==> src/rtl/mem_store_ctrl_pkg.sv <==
// Shared types and constants for the byte-serial store controller.
package mem_store_ctrl_pkg;

    typedef logic [31:0] ADDR_TP;
    typedef logic [31:0] WORD_TP;

    localparam logic [3:0] LEN_SB = 4'd0;
    localparam logic [3:0] LEN_SH = 4'd1;
    localparam logic [3:0] LEN_SW = 4'd3;

    localparam logic [1:0] IO_SEL_HI_DEF = 2'b11;

    typedef enum logic [1:0] {
        ST_IDLE,
        ST_WRITE,
        ST_DONE
    } st_e;

    // Unsupported length codes fall back to a full word.
    function automatic logic [1:0] norm_len(input logic [3:0] len);
        logic [1:0] r;
        case (len)
            LEN_SB:  r = 2'd0;
            LEN_SH:  r = 2'd1;
            default: r = 2'd3;
        endcase
        return r;
    endfunction

endpackage

==> src/rtl/mem_store_ctrl.sv <==
// Store controller: serialises a SB/SH/SW store into byte writes on the
// shared RAM bus, stalling on bus grant and on a full I/O sink.
module mem_store_ctrl
    import mem_store_ctrl_pkg::*;
#(
    parameter logic [1:0] IO_SEL_HI = IO_SEL_HI_DEF
) (
    input  logic       clk,
    input  logic       rst_n,
    input  logic       rdy,
    input  logic       st_ena,
    input  ADDR_TP     st_addr,
    input  WORD_TP     st_data,
    input  logic [3:0] st_len,
    output logic       st_done,
    output logic       bus_req,
    input  logic       bus_gnt,
    input  logic       io_buffer_full,
    output ADDR_TP     ram_a,
    output logic [7:0] ram_dout,
    output logic       ram_wr
);

    st_e        state_q, state_d;
    logic [1:0] cnt_q, cnt_d;
    ADDR_TP     addr_q, addr_d;
    WORD_TP     data_q, data_d;
    logic [1:0] len_q, len_d;
    ADDR_TP     ram_a_q, ram_a_d;
    logic [7:0] ram_dout_q, ram_dout_d;
    logic       ram_wr_q, ram_wr_d;
    logic       st_done_q, st_done_d;

    logic       io_stall;
    logic [7:0] byte_sel;

    assign io_stall = (addr_q[17:16] == IO_SEL_HI) && io_buffer_full;

    always_comb begin
        byte_sel = data_q[7:0];
        unique case (cnt_q)
            2'd0: byte_sel = data_q[7:0];
            2'd1: byte_sel = data_q[15:8];
            2'd2: byte_sel = data_q[23:16];
            2'd3: byte_sel = data_q[31:24];
        endcase
    end

    always_comb begin
        state_d    = state_q;
        cnt_d      = cnt_q;
        addr_d     = addr_q;
        data_d     = data_q;
        len_d      = len_q;
        ram_a_d    = ram_a_q;
        ram_dout_d = ram_dout_q;
        ram_wr_d   = 1'b0;
        st_done_d  = 1'b0;
        unique case (state_q)
            ST_IDLE: begin
                if (st_ena) begin
                    addr_d  = st_addr;
                    data_d  = st_data;
                    len_d   = norm_len(st_len);
                    cnt_d   = 2'd0;
                    state_d = ST_WRITE;
                end
            end
            ST_WRITE: begin
                if (bus_gnt && !io_stall) begin
                    ram_a_d    = addr_q + ADDR_TP'(cnt_q);
                    ram_dout_d = byte_sel;
                    ram_wr_d   = 1'b1;
                    cnt_d      = cnt_q + 2'd1;
                    if (cnt_q == len_q) begin
                        st_done_d = 1'b1;
                        state_d   = ST_DONE;
                    end
                end
            end
            ST_DONE: begin
                state_d = ST_IDLE;
            end
            default: begin
                state_d = ST_IDLE;
            end
        endcase
    end

    always_ff @(posedge clk or negedge rst_n) begin
        if (!rst_n) begin
            state_q    <= ST_IDLE;
            cnt_q      <= 2'd0;
            addr_q     <= '0;
            data_q     <= '0;
            len_q      <= 2'd0;
            ram_a_q    <= '0;
            ram_dout_q <= 8'd0;
            ram_wr_q   <= 1'b0;
            st_done_q  <= 1'b0;
        end else if (rdy) begin
            state_q    <= state_d;
            cnt_q      <= cnt_d;
            addr_q     <= addr_d;
            data_q     <= data_d;
            len_q      <= len_d;
            ram_a_q    <= ram_a_d;
            ram_dout_q <= ram_dout_d;
            ram_wr_q   <= ram_wr_d;
            st_done_q  <= st_done_d;
        end else begin
            // Frozen: pulses already shown must not reappear on resume.
            ram_wr_q  <= 1'b0;
            st_done_q <= 1'b0;
        end
    end

    assign bus_req  = (state_q == ST_WRITE);
    assign ram_a    = ram_a_q;
    assign ram_dout = ram_dout_q;
    assign ram_wr   = ram_wr_q & rdy;
    assign st_done  = st_done_q & rdy;

endmodule

==> config.mk <==
export PLATFORM = sky130hd
export DESIGN_NAME = mem_store_ctrl
export DESIGN_NICKNAME = d
export VERILOG_FILES = /design/src/rtl/mem_store_ctrl_pkg.sv /design/src/rtl/mem_store_ctrl.sv
export SDC_FILE = /design/constraint.sdc
export NUM_CORES = 1
export LEC_CHECK = 0
export BUFFER_PORTS_ARGS = -buffer_cell sky130_fd_sc_hd__buf_2
export CORE_ASPECT_RATIO = 1.1
export CORE_MARGIN = 1.5
export CORE_UTILIZATION = 45
export DETAILED_ROUTE_END_ITERATION = 7
export GPL_TIMING_DRIVEN = 1
export PLACE_DENSITY_LB_ADDON = 0.25
export REMOVE_ABC_BUFFERS = 1
export SLEW_MARGIN = 20
export SYNTH_ARGS = -nofsm -noshare
export SYNTH_HDL_FRONTEND = slang
export SYNTH_SLANG_ARGS = --single-unit
==> constraint.sdc <==
create_clock -name clk -period 3.09 [get_ports clk]
set_clock_uncertainty 0.05 [all_clocks]
set_input_delay 0.4635 -clock clk [delete_from_list [all_inputs] [get_ports clk]]
set_output_delay 0.4635 -clock clk [all_outputs]
set_load 0.05 [all_outputs]
After elaboration in Yosys (flattened, before gate mapping)
Index checks and enable logic that the tools add are counted.
Cells by class
  add/subtract/negate cells: 2
  eq/ne operators: 10
  muxes and demuxes: 16
  bitwise gates (word level): 2
  reductions and logical operators: 11
Operator list (count)
  $add 32x2->32: 1
  $pmux 8 s4: 1
  $pmux 2 s2: 3
  $mux 2: 5
  $reduce_and 4->1: 2
  $mux 1: 7
  $eq 2x2->1 const B: 3
  $reduce_and 3->1: 2
  $eq 2x1->1 const B: 2
  $eq 4x1->1 const B: 1
  $logic_not 2->1: 2
  $logic_not 4->1: 1
  $ne 2x1->1 const B: 2
  $add 2x1->2 const B: 1
  $and 1x1->1: 2
  $eq 2x2->1: 1
  $logic_and 1x1->1: 2
  $ne 2x2->1 const B: 1
  $reduce_bool 2->1: 1
  $logic_not 1->1: 1
Word-level totals
  flip-flop bits (word level): 112
  input bits: 74
  output and inout bits: 43
  logic and storage cells: 50

Logic depth before layout (Yosys ltp)
  depth in word-level cells: 7
  depth in mapped cells: 8
  gate-level depth less buffers: 8

Least setup slack after synthesis
Ideal clock, no wire load.
  path kind: reg2reg
  start point: register cnt_q[0]
  end point: register ram_a_q[30], in the netlist ram_a[30]
  library setup time: 0.082 ns
  data arrival time: 2.345 ns
  slack: 0.613 ns
  stages on the path, launching flop included: 9
  path buffers: 0
  period minus slack after synthesis: 2.477 ns
  cell sequence: dfrtp_1 > ha_1 > inv_1 > fa_1 > nand4b_1 > nor3_2 > nand4_1 > or3_1 > a31oi_1
Between the ends
  longest elaborated chain between the ends: 1
RTL lines
  from (decl): line mem_store_ctrl.sv:25  | logic [1:0] cnt_q, cnt_d;
  from (signal assigned): line mem_store_ctrl.sv:103  | cnt_q <= cnt_d;
  $add 32x2->32: line mem_store_ctrl.sv:71  | ram_a_d = addr_q + ADDR_TP'(cnt_q);
  to (signal assigned): line mem_store_ctrl.sv:107  | ram_a_q <= ram_a_d;
  to (decl): line mem_store_ctrl.sv:29  | ADDR_TP ram_a_q, ram_a_d;
Every way passes these cells.
A chain may end at the register's enable or synchronous reset.

Worst setup path after layout
Same ends and word-level chain as after synthesis.

==> tab_implementation.tex <==
\begin{tabular}{lr}
\hline
Metric & Value \\
\hline
\multicolumn{2}{l}{\textbf{Outcome}} \\
Outcome & completed \\
\multicolumn{2}{l}{\textbf{Timing}} \\
Setup repair after global routing missed its margin & no \\
Tmin final & 2860 ps \\
Final Hold Fails & 0 \\
Pins Over Slew Limit & 0 \\
Count of endpoints failing setup in the final report & 0 \\
Fmax & 350 MHz \\
Relative slew slack & 46.5\% \\
Post-route clock period utilization & 92.5\% \\
Worst Tran Pin Value & 803 ps \\
\multicolumn{2}{l}{\textbf{Power}} \\
Power per Cell Area & 1070 nW/µm² \\
Net load switching power & 2.72 mW \\
Power share of the combinational group & 41.4\% \\
Seq pwr share & 41.7\% \\
Internal power component & 3.70 mW \\
Power share of the clock group & 16.9\% \\
Fraction of power spent switching nets & 42.4\% \\
Post-layout power & 6.42 mW \\
VDD IR max & 0.000448 V \\
Leak pwr & 2.77 nW \\
\multicolumn{2}{l}{\textbf{Setup path}} \\
Worst path depth & 8 \\
Start-to-end type of the worst setup path & flip-flop to flip-flop \\
Delay of the slowest critical-path stage & 480 ps \\
Cell family contributing the most delay on the critical path & simple AND/OR/NAND/NOR gates \\
Required time of the worst setup path & 3300 ps \\
Type of element capturing the critical path & flip-flop \\
Largest fanout of any net on the critical path & 7 \\
Library cell contributing the largest single delay on the critical path & sky130\_fd\_sc\_hd\_\_dfrtp\_1 \\
Cell-by-cell trace of the critical path & ha\_1, inv\_1, fa\_1, nand4b\_1, nor3\_2, nand4\_1, or3\_1, a31oi\_1 \\
Type of origin of the critical path & flip-flop \\
Sum of buffers and inverters on the critical path & 1 \\
Cell count of the worst reg-to-reg path & 8 \\
Arrival time at the worst endpoint & 3070 ps \\
\multicolumn{2}{l}{\textbf{Routing}} \\
Routed via count & 3565 \\
Residual antenna-violating net count after detailed routing & 0 \\
Via/cell ratio & 5.14 \\
DRT Pass-1 Iters & 5 \\
Final wirelength & 10800 µm \\
Drt initial violations & 138 \\
DRC Markers & 0 \\
Routed wire length per instance & 15.6 µm \\
\multicolumn{2}{l}{\textbf{Cells and area}} \\
Nets@finish & 622 \\
Total of fill cells in the finished design & 983 \\
Leading cell type in the layout, fill and taps excluded & sky130\_fd\_sc\_hd\_\_buf\_2 \\
Most used cells in the layout excluding fill and tap cells & 115 x sky130\_fd\_sc\_hd\_\_buf\_2, 112 x sky130\_fd\_sc\_hd\_\_dfrtp\_1, 62 x sky130\_fd\_sc\_hd\_\_mux2\_2 \\
Number of antenna repair diodes & 0 \\
Finished layout cell area & 6010 µm² \\
Share of post-route cells with drive strength above 1 & 38.1\% \\
Area delta synth->final & 20.8\% \\
\multicolumn{2}{l}{\textbf{Clocking}} \\
Hold bufs inserted after CTS & 0 \\
Number of H-tree levels & 3 \\
Post-CTS clock slew at the launch and capture registers of the worst setup and hold paths & 70 ps \\
Post-CTS setup buffer count & 0 \\
CTS Buf Count & 9 \\
Clock tree from TritonCTS & done \\
Clock sink count & 112 \\
Post-CTS resize count & 0 \\
CTS Root Buffer Type & sky130\_fd\_sc\_hd\_\_clkbuf\_16 \\
Clock network latency to the later pin of the worst-skew pair & 340 ps \\
Longest Clk Path Bufs & 2 \\
\multicolumn{2}{l}{\textbf{Floorplan}} \\
Die ar. & 11700 µm² \\
Placeable core area & 10900 µm² \\
Top-level I/O count & 117 \\
Vertical die dimension & 113 µm \\
Number of placement rows & 40 \\
Die Wd & 103 µm \\
Starting density of the core & 45.8\% \\
\multicolumn{2}{l}{\textbf{Synth}} \\
EDFF count, synth & 0 \\
Count of cell types in the netlist & 39 \\
Area leader, netlist & sky130\_fd\_sc\_hd\_\_dfrtp\_1 \\
Gate count after technology mapping & 430 \\
Per-instance average area after synthesis & 11.6 µm² \\
Share of async-settable or async-resettable flops after synthesis & 100\% \\
Most area-consuming cells after synthesis & sky130\_fd\_sc\_hd\_\_dfrtp\_1 56\%, sky130\_fd\_sc\_hd\_\_mux2\_2 14\%, sky130\_fd\_sc\_hd\_\_nand2\_1 4.5\% \\
Count of yosys warnings during synthesis & 0 \\
Sequential element share of the synthesized area & 56.3\% \\
Area share of the largest cell type after synthesis & 56.3\% \\
Leading register cell type out of synthesis & sky130\_fd\_sc\_hd\_\_dfrtp\_1 \\
Cell area after synthesis & 4970 µm² \\
Total of flip-flops plus latches after synthesis & 112 \\
\multicolumn{2}{l}{\textbf{Placement}} \\
Number of buffers added on ports & 116 \\
HPWL after detailed placement & 7780 µm \\
Post-detailed-placement cell area & 5740 µm² \\
Final weighted congestion in routability-driven placement & 0.772 \\
\multicolumn{2}{l}{\textbf{GRT}} \\
Global-route wire length before repair & 17600 µm \\
Pin count of the biggest net entering global routing & 63 \\
Number of global-route vias before repair & 3580 \\
Global-route usage over all layers & 19.6\% \\
Overflow left after global routing & 0 \\
Initial antenna violation count & 0 \\
\multicolumn{2}{l}{\textbf{Worst hold path}} \\
Class of the tightest hold or removal check & input pin to asynchronous set/reset pin \\
\multicolumn{2}{l}{\textbf{Job}} \\
Max Cap Viol & 0 \\
\hline
\end{tabular}
-- kinds of logic after synthesis --
family / Yosys count / synth area share [%]
AND/OR/NAND/NOR: 121 / 12.3
buffers and inverters: 30 / 2.29
multiplexers: 62 / 14.0
AO/OA/AOI/OAI: 68 / 7.87
flip-flops: 112 / 56.3
adder cells (fa/ha/maj): 7 / 1.91
XOR/XNOR: 30 / 5.28
-- state kept, by name (all words and copies together) (netlist names), 2 cells and up --
register / count
data_q: 32
ram_a: 32
cnt_q: 2
addr_q: 32
len_q: 2
ram_dout: 8
state_q: 2
-- worst reg2reg max path, delay by kind of cell, from the launching register on --
kind	cells	cell delay (ps)
AO/OA/AOI/OAI	1	170
adder cells (fa/ha/maj)	2	650
buffers and inverters	1	60
flip-flops	1	480
AND/OR/NAND/NOR	4	1370
-- final timing paths --
| path | start | endpoint | slack (ps) |
|---|---|---|---|
| worst max-delay path | cnt_q[0] | ram_a[30] | 230 |
| worst min-delay path | rst_n | data_q[7] | 150 |
| worst max register to register | cnt_q[0] | ram_a[30] | 230 |
| worst min register to register | ram_a[3] | ram_a[3] | 430 |
| max in group asynchronous | rst_n | ram_a[14] | 2150 |
| min in group clk | st_addr[27] | addr_q[27] | 270 |
-- through the flow --
step / hold slack [ps] / setup TNS (ps) / cells / util, % / setup slack, ps
6_report: 149 / 0 / 693 / 55.3 / 232
2_1_floorplan: 118 / -59230 / 408 / - / -907
5_1_grt: 207 / 0 / 693 / 55.3 / 38.7
4_1_cts: 197 / 0 / 693 / 55.3 / 220
3_3_place_gp: 407 / 0 / 677 / 52.8 / 353
3_5_place_dp: 415 / 0 / 677 / 52.8 / 258
-- layer usage --
metal	GRT usage, %	routed length (µm)	up-vias
li1	-	-	1716
met1	23.9	4550	1751
met2	34.3	5580	88
met3	4.82	555	10
met4	5.50	155	0
met5	0	0	-
-- power by group through the flow --
stage               clock, mW  sequential, mW  combinational [mW]
floorplan                   0            3.35                1.29
global placement            0            2.67                2.61
detailed placement          0            2.71                2.69
CTS                      1.12            2.68                2.70
global route             1.19            2.78                2.89
finish                   1.09            2.68                2.66
-- synthesized netlist by cell type, types with 2 or more instances --
cell	count
sky130_fd_sc_hd__xnor2_1	10
sky130_fd_sc_hd__o21ai_0	18
sky130_fd_sc_hd__mux2_2	62
sky130_fd_sc_hd__and2_1	4
sky130_fd_sc_hd__dfrtp_1	112
sky130_fd_sc_hd__ha_1	6
sky130_fd_sc_hd__nand3_1	11
sky130_fd_sc_hd__clkbuf_1	21
sky130_fd_sc_hd__and3_1	3
sky130_fd_sc_hd__nor2_1	17
sky130_fd_sc_hd__nand2b_1	2
sky130_fd_sc_hd__o21ai_1	24
sky130_fd_sc_hd__nor3_1	4
sky130_fd_sc_hd__inv_1	7
sky130_fd_sc_hd__a222oi_1	8
sky130_fd_sc_hd__nand2_1	59
sky130_fd_sc_hd__and4_1	4
sky130_fd_sc_hd__a21oi_1	13
sky130_fd_sc_hd__nand4_1	6
sky130_fd_sc_hd__xor2_1	20
-- final cells by class --
cell class / count / area, µm² / area share (%)
timing repair buffer: 122 / 653 / 10.9
tap: 147 / 184 / 3.06
clock inverter: 5 / 31.3 / 0.521
multi-input combinational: 288 / 2070 / 34.4
inverter: 8 / 30.0 / 0.500
clock buffer: 11 / 243 / 4.04
sequential: 112 / 2800 / 46.6
Note: power is estimated with default switching activity, not from simulation.
